$ cat src/rtl/data_mem_access.sv
// Memory-stage load/store access unit: one word-aligned bus transaction per legal
// request, pipeline stall until the bus responds, registered raw load result and error reporting.
module data_mem_access #(
    parameter int unsigned TIMEOUT_CYCLES = 255
) (
    input  logic        clk,
    input  logic        rst,
    input  logic        ReqValid,
    input  logic [2:0]  LoadType,
    input  logic [1:0]  StoreType,
    input  logic [31:0] Addr,
    input  logic [31:0] StoreData,
    output logic        BusReq,
    output logic        BusWe,
    output logic [31:0] BusAddr,
    output logic [31:0] BusWdata,
    output logic [3:0]  BusByteEn,
    input  logic [31:0] BusRdata,
    input  logic        BusReady,
    output logic        Stall,
    output logic [31:0] RdataOut,
    output logic [1:0]  LoadedBytesSelect,
    output logic [2:0]  RegWriteOut,
    output logic        Err,
    output logic [1:0]  ErrCause,
    output logic [31:0] ErrAddr
);

    localparam logic [2:0] NOREGWRITE = 3'd0;
    localparam logic [2:0] LB         = 3'd1;
    localparam logic [2:0] LH         = 3'd2;
    localparam logic [2:0] LW         = 3'd3;
    localparam logic [2:0] LBU        = 3'd4;
    localparam logic [2:0] LHU        = 3'd5;

    localparam logic [1:0] ST_NONE = 2'b00;
    localparam logic [1:0] ST_SB   = 2'b01;
    localparam logic [1:0] ST_SH   = 2'b10;
    localparam logic [1:0] ST_SW   = 2'b11;

    localparam logic [1:0] CAUSE_MISALIGN = 2'b01;
    localparam logic [1:0] CAUSE_TIMEOUT  = 2'b10;
    localparam logic [1:0] CAUSE_BOTH     = 2'b11;

    localparam logic [15:0] TIMEOUT_LAST = 16'(TIMEOUT_CYCLES - 32'd1);

    typedef enum logic [0:0] {
        IDLE = 1'b0,
        WAIT = 1'b1
    } state_t;

    function automatic logic [3:0] lane_mask(input logic [1:0] st, input logic [1:0] off);
        case (st)
            ST_SB:   lane_mask = 4'b0001 << off;
            ST_SH:   lane_mask = 4'b0011 << off;
            ST_SW:   lane_mask = 4'b1111;
            default: lane_mask = 4'b0000;
        endcase
    endfunction

    function automatic logic [31:0] lane_data(input logic [1:0] st, input logic [31:0] d);
        case (st)
            ST_SB:   lane_data = {4{d[7:0]}};
            ST_SH:   lane_data = {2{d[15:0]}};
            ST_SW:   lane_data = d;
            default: lane_data = 32'd0;
        endcase
    endfunction

    // Byte accesses are always aligned; halfwords need an even address, words a multiple of four.
    function automatic logic misaligned(input logic [2:0] lt, input logic [1:0] st,
                                        input logic [1:0] off);
        if (st != ST_NONE) begin
            case (st)
                ST_SH:   misaligned = off[0];
                ST_SW:   misaligned = |off;
                default: misaligned = 1'b0;
            endcase
        end else begin
            case (lt)
                LH, LHU: misaligned = off[0];
                LW:      misaligned = |off;
                LB, LBU: misaligned = 1'b0;
                default: misaligned = 1'b0;
            endcase
        end
    endfunction

    state_t      state_q, state_d;
    logic [15:0] cnt_q, cnt_d;
    logic        bus_req_q, bus_req_d;
    logic        bus_we_q, bus_we_d;
    logic [31:0] bus_addr_q, bus_addr_d;
    logic [31:0] bus_wdata_q, bus_wdata_d;
    logic [3:0]  bus_be_q, bus_be_d;
    logic [2:0]  load_type_q, load_type_d;
    logic [1:0]  off_q, off_d;
    logic [31:0] req_addr_q, req_addr_d;
    logic [31:0] rdata_q, rdata_d;
    logic [1:0]  lbs_q, lbs_d;
    logic [2:0]  reg_write_q, reg_write_d;
    logic        err_q, err_d;
    logic [1:0]  err_cause_q, err_cause_d;
    logic [31:0] err_addr_q, err_addr_d;

    logic is_load_s;
    logic is_store_s;
    logic access_s;
    logic both_s;
    logic legal_s;
    logic timeout_hit_s;

    assign is_load_s     = (LoadType != NOREGWRITE);
    assign is_store_s    = (StoreType != ST_NONE);
    assign access_s      = ReqValid && (is_load_s || is_store_s);
    assign both_s        = is_load_s && is_store_s;
    assign legal_s       = access_s && !both_s && !misaligned(LoadType, StoreType, Addr[1:0]);
    assign timeout_hit_s = (state_q == WAIT) && !BusReady && (cnt_q == TIMEOUT_LAST);

    assign Stall = !rst && (((state_q == IDLE) && legal_s) ||
                            ((state_q == WAIT) && !BusReady && !timeout_hit_s));

    // Next-state, bus launch/teardown, load result capture and error reporting.
    always_comb begin
        state_d     = state_q;
        cnt_d       = cnt_q;
        bus_req_d   = bus_req_q;
        bus_we_d    = bus_we_q;
        bus_addr_d  = bus_addr_q;
        bus_wdata_d = bus_wdata_q;
        bus_be_d    = bus_be_q;
        load_type_d = load_type_q;
        off_d       = off_q;
        req_addr_d  = req_addr_q;
        rdata_d     = rdata_q;
        lbs_d       = lbs_q;
        reg_write_d = NOREGWRITE;
        err_d       = 1'b0;
        err_cause_d = err_cause_q;
        err_addr_d  = err_addr_q;

        case (state_q)
            IDLE: begin
                if (legal_s) begin
                    state_d     = WAIT;
                    cnt_d       = 16'd0;
                    bus_req_d   = 1'b1;
                    bus_we_d    = is_store_s;
                    bus_addr_d  = {Addr[31:2], 2'b00};
                    bus_wdata_d = lane_data(StoreType, StoreData);
                    bus_be_d    = lane_mask(StoreType, Addr[1:0]);
                    load_type_d = LoadType;
                    off_d       = Addr[1:0];
                    req_addr_d  = Addr;
                end else if (access_s) begin
                    err_d       = 1'b1;
                    err_cause_d = both_s ? CAUSE_BOTH : CAUSE_MISALIGN;
                    err_addr_d  = Addr;
                end else begin
                    state_d = IDLE;
                end
            end
            WAIT: begin
                if (BusReady || timeout_hit_s) begin
                    state_d     = IDLE;
                    bus_req_d   = 1'b0;
                    bus_we_d    = 1'b0;
                    bus_addr_d  = 32'd0;
                    bus_wdata_d = 32'd0;
                    bus_be_d    = 4'b0000;
                end else begin
                    cnt_d = cnt_q + 16'd1;
                end

                if (BusReady && !bus_we_q) begin
                    reg_write_d = load_type_q;
                    rdata_d     = BusRdata;
                    lbs_d       = off_q;
                end else if (timeout_hit_s) begin
                    err_d       = 1'b1;
                    err_cause_d = CAUSE_TIMEOUT;
                    err_addr_d  = req_addr_q;
                end else begin
                    reg_write_d = NOREGWRITE;
                end
            end
            default: begin
                state_d = IDLE;
            end
        endcase
    end

    // State and output registers with synchronous reset.
    always_ff @(posedge clk) begin
        if (rst) begin
            state_q     <= IDLE;
            cnt_q       <= 16'd0;
            bus_req_q   <= 1'b0;
            bus_we_q    <= 1'b0;
            bus_addr_q  <= 32'd0;
            bus_wdata_q <= 32'd0;
            bus_be_q    <= 4'b0000;
            load_type_q <= NOREGWRITE;
            off_q       <= 2'b00;
            req_addr_q  <= 32'd0;
            rdata_q     <= 32'd0;
            lbs_q       <= 2'b00;
            reg_write_q <= NOREGWRITE;
            err_q       <= 1'b0;
            err_cause_q <= 2'b00;
            err_addr_q  <= 32'd0;
        end else begin
            state_q     <= state_d;
            cnt_q       <= cnt_d;
            bus_req_q   <= bus_req_d;
            bus_we_q    <= bus_we_d;
            bus_addr_q  <= bus_addr_d;
            bus_wdata_q <= bus_wdata_d;
            bus_be_q    <= bus_be_d;
            load_type_q <= load_type_d;
            off_q       <= off_d;
            req_addr_q  <= req_addr_d;
            rdata_q     <= rdata_d;
            lbs_q       <= lbs_d;
            reg_write_q <= reg_write_d;
            err_q       <= err_d;
            err_cause_q <= err_cause_d;
            err_addr_q  <= err_addr_d;
        end
    end

    assign BusReq            = bus_req_q;
    assign BusWe             = bus_we_q;
    assign BusAddr           = bus_addr_q;
    assign BusWdata          = bus_wdata_q;
    assign BusByteEn         = bus_be_q;
    assign RdataOut          = rdata_q;
    assign LoadedBytesSelect = lbs_q;
    assign RegWriteOut       = reg_write_q;
    assign Err               = err_q;
    assign ErrCause          = err_cause_q;
    assign ErrAddr           = err_addr_q;

endmodule

$ cat config.mk
export PLATFORM = sky130hd
export DESIGN_NAME = data_mem_access
export DESIGN_NICKNAME = d
export VERILOG_FILES = /design/src/rtl/data_mem_access.sv
export SDC_FILE = /design/constraint.sdc
export NUM_CORES = 1
export LEC_CHECK = 0
export BUFFER_PORTS_ARGS = -buffer_cell sky130_fd_sc_hd__buf_4
export CORE_ASPECT_RATIO = 1.25
export CORE_MARGIN = 5
export CORE_UTILIZATION = 45
export CTS_BUF_LIST = sky130_fd_sc_hd__clkbuf_4 sky130_fd_sc_hd__clkbuf_8
export DETAILED_ROUTE_END_ITERATION = 6
export PLACE_DENSITY = 0.72
export SKIP_CTS_REPAIR_TIMING = 1
export SYNTH_ARGS = -nofsm -noshare
export SYNTH_HDL_FRONTEND = slang
export SYNTH_SLANG_ARGS = --single-unit
$ cat constraint.sdc
create_clock -name clk -period 4.5 [get_ports clk]
set_clock_uncertainty 0.05 [all_clocks]
set_input_delay 0.9 -clock clk [delete_from_list [all_inputs] [get_ports clk]]
set_output_delay 0.9 -clock clk [all_outputs]
set_load 0.03 [all_outputs]
==> flow_summary.yaml, run 1 <==
status:
  status: "complete, no violations"
critical_path:
  crit_arrival_ns: 2.85
  timing.critical_path.from_type: "input port"
  crit_path_end_kind: "primary output"
  crit_path_max_fanout: 22
  worst-endpoint-required_ns: 3.55
  timing_worst_setup_path_type: "input port to primary output"
floorplan:
  horizontal_die_dimension_um: 127
  effective_utilization_at_floorplan: 0.456
  row_count: 53
  die_h_um: 156
  floorplan.core_area_sq_um: 16800
  floorplan.io_pins: 248
  die_area_sq_um: 19700
timing:
  worst_slack_ns: 0.703
  rsz0062_at_grt: "no"
  final.min_clock_period_ns: 3.80
  setup_viol: 0
  report.final.hold_viol_count: 0
  final_cycle_share: 0.844
  max-slew-margin-rel: 0.456
  fmax_mhz: 263
  report.final.slew_viol_count: 0
  worst_slew_pin_slew_ns: 0.813
  tns_ns: 0
grt:
  grt_antenna_before_repair: 0
  grt_util_all_layers: 0.209
  grt_pass1_wl_mm: 33.8
  grt_remaining_overflow: 0
  first_global_vias: 6484
  grt_max_degree: 103
route:
  post-route-drc-count: 0
  first_pass_iters: 5
  finalWirelength_mm: 20.9
  via_count: 6674
  detail_route.vias_per_cell: 5.29
  drt-initial-drc-count: 443
  ant_nets: 0
  wire_per_inst_um: 16.6
synth:
  mux_share_of_post_synthesis_cell_area: 0.0419
  synthDominantAreaCellType: "dfxtp_1"
  number_of_enable_type_register_cells_in_the_synthesized_netlist: 0
  synthCells: 820
  synth-simple-area-share: 0.144
  synth_seq_area_share: 0.503
  ys_seq_elements: 192
  ys_top_cells_by_area: "dfxtp_1 50%, a21oi_1 9.2%, nand2_1 7.1%"
  cell_area_after_technology_mapping_sq_um: 7650
  fraction_of_synthesized_cell_area_taken_by_the_top_area_cell_type: 0.503
  synth-compound-area-share: 0.237
  yosys.cell_types.count: 52
  synth_xor_xnor_area_share: 0.0160
  asyncSetResetFlopFracSynth: 0
  leading_register_cell_type_out_of_synthesis: "dfxtp_1"
  combinational_family_with_the_most_area_after_synthesis: "compound AO/OA/AOI/OAI gates"
  syn_area_per_cell_sq_um: 9.33
  ys_warn_count: 0
  yosys.area_share.adder: 0.00982
placement:
  dpl-instance-area_sq_um: 9540
  port_buffers: 245
  gp_congestion: 0.803
  dp_worst_setup_slack_ns: 0.739
  place.detailed.hpwl_mm: 14.6
layout:
  area_growth_syn_to_layout_pct: 30.0
  nets: 1140
  n_antenna_cell: 0
  stdcell_area_sq_um: 9940
  drive_above_1_share: 0.321
pwr:
  worst_ir_drop_vdd_uv: 169
  power-per-cell-area_nw_per_um2: 354
  design_power_total_mw: 3.52
  power_leakage_nw: 3.88
job:
  max_cap_viols: 0
clocking:
  worst_setup_hold_path_clk_slew_ns: 0.10
  cts.htree.levels: 4
  cts_tree: "yes"
  cts_max_path_buffers: 2
  tritoncts.num_buffers: 17
  tritoncts_num_sinks: 192
  clockRootBuffer: "clkbuf_8"
  clock_insertion_delay_worst_skew_ns: 0.46
worst_hold_path:
  hold_path.class: "flop to flop"
[flip-flops by register name, summed over array words and instances, names as in the netlist]
name / cells
Err: 1
BusByteEn: 4
state_q: 1
ErrCause: 2
load_type_q: 3
BusReq: 1
LoadedBytesSelect: 2
req_addr_q: 31
off_q: 1
BusWdata: 32
BusWe: 1
BusAddr: 30
cnt_q: 16
RdataOut: 32
RegWriteOut: 3
ErrAddr: 32
[layout make-up]
cell class              count  area (sq um)
fillers                  1552          6840
flip-flops and latches    192          3840
multi-input cells         554          3450
repair buffers            258          1950
well taps                 220           275
clock buffers              17           234
clock inverters            15           165
inverters                   6          22.5
[metal layers]
metal,global-route usage,routed length [um]
met5,0,0
met4,0.0567,242
met3,0.0702,1670
met2,0.353,10100
met1,0.257,8830
[Yosys cell counts (2+ instances only)]
master,number
buf_1,5
buf_2,7
dfxtp_1,192
clkbuf_1,44
o21ai_0,3
nand4_1,6
xnor2_1,9
a22o_1,9
a22oi_1,16
a222oi_1,8
o21a_1,2
xor2_1,5
a21oi_1,141
mux2i_1,32
ha_1,6
a211oi_2,29
nand2b_1,2
or2_2,3
nand3_1,36
nor3b_1,5
and4_1,2
buf_4,6
or3_1,2
nand2_1,144
nor2_1,26
inv_1,6
nor4_1,3
o2bb2ai_1,28
buf_6,7
a211oi_1,3
o211ai_1,2
a31oi_1,3
nor3_1,9
[logic make-up after synthesis]
kind of cell    Yosys count
buf+inv                  75
xor+xnor                 14
compound gates          255
other cells               1
simple gates            245
flops                   192
fa+ha+maj                 6
mux                      32
[where the power goes]
group	switching, mW	internal, mW
Clock	0.664	0.468
Sequential	0.0438	1.77
Combinational	0.346	0.228
[final timing paths]
| check | from | endpoint | slack (ns) | cells after the start |
|---|---|---|---|---|
| max | StoreType[1] | Stall | 0.70 | 7 |
| min | RdataOut[24]$_SDFFE_PP0P_ | RdataOut[24]$_SDFFE_PP0P_ | 0.41 | 2 |
| max reg2reg | cnt_q[1]$_SDFFE_PP0P_ | ErrAddr[31]$_SDFFE_PP0P_ | 1.78 | 7 |
| min reg2reg | RdataOut[24]$_SDFFE_PP0P_ | RdataOut[24]$_SDFFE_PP0P_ | 0.41 | 2 |
[layout by cell type, fill, tap and decap left out, types with 9 or more instances in the layout]
master and count:
nor3_1 9, clkbuf_8 17, a211oi_2 29, a21oi_1 141, nand3_1 36, mux2i_1 32, nand2_1 144, buf_4 257
a22oi_1 16, xnor2_1 9, nor2_1 25, o2bb2ai_1 28, dfxtp_1 191, a22o_1 9
[worst max-delay path, stage by stage]
cell and delay, ns:
buf_4 0.16, ha_1 0.67, a21oi_1 0.19, o21a_1 0.22
o211ai_1 0.35, a21oi_1 0.13, buf_4 0.22
[stage by stage]
stage	utilization	cells	hold slack [ns]
floorplan	-	821	0.382
global placement	0.569	1230	0.391
detailed placement	0.569	1230	0.396
CTS	0.593	1262	0.410
global route	0.593	1262	0.427
finish	0.593	1262	0.408
Power figures use the tool's default switching activity.
==> run 2, diff against run 1 <==
clock period = 3.8 ns   (was 4.5 ns; I/O delays follow)
==> run 2 against run 1 <==
Net effect:
- design area is essentially flat
- non-clock buffer count shrank 1
- highest routed layer unchanged
- worst hold slack lost 0.0024 ns
- critical path depth grew 1
- clock power grew 22%
- first-iteration DRC count grew 7.7%
- die area is the same
- setup slack lost 0.033 ns
- utilization is essentially flat
- critical path type unchanged
- sequential power grew 18%
==> flow_summary.yaml, run 2 (synthesis gave the netlist of run 1 again) <==
layout:
  highest_count_cells_in_the_layout_ignoring_fill_and_taps: "256 x buf_4, 191 x dfxtp_1, 144 x nand2_1"
  nets: 1139
  drive_above_1_share: 0.319
  final_util: 0.593
  final_cell_count_without_fillers: 1260
  final_common_cell: "buf_4"
  area_growth_syn_to_layout_pct: 30.0
  stdcell_area_sq_um: 9940
timing:
  setup_viol: 0
  rsz0062_at_grt: "no"
  final.min_clock_period_ns: 3.13
  worst_slew_pin_slew_ns: 0.710
  worst_slack_ns: 0.669
  report.final.slew_viol_count: 0
  max-slew-margin-rel: 0.527
  final_cycle_share: 0.824
  fmax_mhz: 319
  report.final.hold_viol_count: 0
  hold_ws_ns: 0.406
  tns_ns: 0
pwr:
  design_power_total_mw: 4.20
  worst_ir_drop_vdd_uv: 217
  power.share.combinational: 0.163
  switchingPower_mw: 1.17
  power_leakage_nw: 3.87
  p_seq_frac: 0.510
  pwr-share-clk: 0.328
  power-per-cell-area_nw_per_um2: 423
  power_report.internal_total_mw: 3.03
  swShare: 0.279
critical_path:
  crit_path_end_kind: "primary output"
  worst-endpoint-required_ns: 2.99
  timing_worst_setup_path_type: "input port to primary output"
  crit_path_max_fanout: 12
  worst-r2r-setup-slack_ns: 1.06
  reg2regPathDepth: 7
  crit_arrival_ns: 2.32
  worstReg2RegEnd: "ErrAddr[5]$_SDFFE_PP0P_"
  timing.critical_path.from_type: "input port"
  r2r_start: "cnt_q[1]$_SDFFE_PP0P_"
placement:
  place.detailed.hpwl_mm: 14.6
  dp_cells: 1229
  dpl-instance-area_sq_um: 9530
  port_buffers: 245
  dp_worst_setup_slack_ns: 0.574
  gp_congestion: 0.873
route:
  via_count: 6716
  wire_per_inst_um: 16.8
  post-route-drc-count: 0
  finalWirelength_mm: 21.2
  detail_route.vias_per_cell: 5.33
  drt-initial-drc-count: 477
  ant_nets: 0
  first_pass_iters: 6
floorplan:
  die_area_sq_um: 19700
  floorplan.core_area_sq_um: 16800
  die_h_um: 156
  row_count: 53
  horizontal_die_dimension_um: 127
  floorplan.io_pins: 248
  effective_utilization_at_floorplan: 0.456
clocking:
  clockRootBuffer: "clkbuf_8"
  cts.htree.levels: 4
  cts_tree: "yes"
  tritoncts_num_sinks: 192
  tritoncts.num_buffers: 17
  cts_max_path_buffers: 2
  worst_setup_hold_path_clk_slew_ns: 0.08
  clock_insertion_delay_worst_skew_ns: 0.44
grt:
  grt_util_all_layers: 0.210
  grt_use_met2: 0.345
  grt_util_met1: 0.259
  grt_max_degree: 103
  grt_antenna_before_repair: 0
  grt_pass1_wl_mm: 33.9
  first_global_vias: 6614
  grt_remaining_overflow: 0
  grt_util_met3: 0.0702
  globalRoute.busiestLayer: "met2"
worst_hold_path:
  worstHoldPathCells: 2
  hold_path.class: "flop to flop"
  worstHoldStart: "req_addr_q[5]$_SDFFE_PP0N_"
  whs_endpoint: "req_addr_q[5]$_SDFFE_PP0N_"
job:
  max_cap_viols: 0
status:
  status: "complete, no violations"
[run 2: changes by cell type in the layout (fill, tap and decap cells not counted), sizes merged]
cell      previous run  this run
inv                 15         9
bufinv               1         3
buf                258       257
clkbuf              17        18
clkinvlp             2         3
diode                0         1
[run 2: worst max path at each step]
stage | endpoint | start | slack, ns
3_5_place_dp | Err$_SDFF_PP0_ | StoreType[0] | 0.57
5_1_grt | Stall | StoreType[0] | 0.54
6_report | Stall | StoreType[0] | 0.67
4_1_cts | Stall | StoreType[0] | 0.67
3_3_place_gp | Err$_SDFF_PP0_ | StoreType[0] | 0.62
2_1_floorplan | Stall | StoreType[1] | 0.37
[run 2: power groups by stage]
stage	Combinational (mW)	Clock (mW)	Sequential, mW
finish	0.683	1.38	2.14
floorplan	0.295	0	2.31
CTS	0.689	1.42	2.14
global route	0.737	1.50	2.15
global placement	0.680	0	2.19
detailed placement	0.688	0	2.19
[run 2: layout make-up]
cell class                 instances  area (sq um)
timing repair buffer             257          1940
multi-input combinational        554          3450
antenna                            1          2.50
inverter                           6          22.5
clock inverter                    12           160
sequential                       192          3840
fill                            1519          6830
clock buffer                      18           248
tap                              220           275
[run 2: routing by layer]
metal  vias to the layer above  wire length (um)
met5                         -                 0
met4                         0               454
met3                        32              1660
met2                       223             10300
met1                      3129              8770
li1                       3332                 -
[run 2: critical path, stage by stage]
cell,delay (ns)
buf_4,0.12
inv_1,0.08
ha_1,0.40
nor2_1,0.11
o21a_1,0.21
o211ai_1,0.31
a21oi_1,0.12
buf_4,0.20
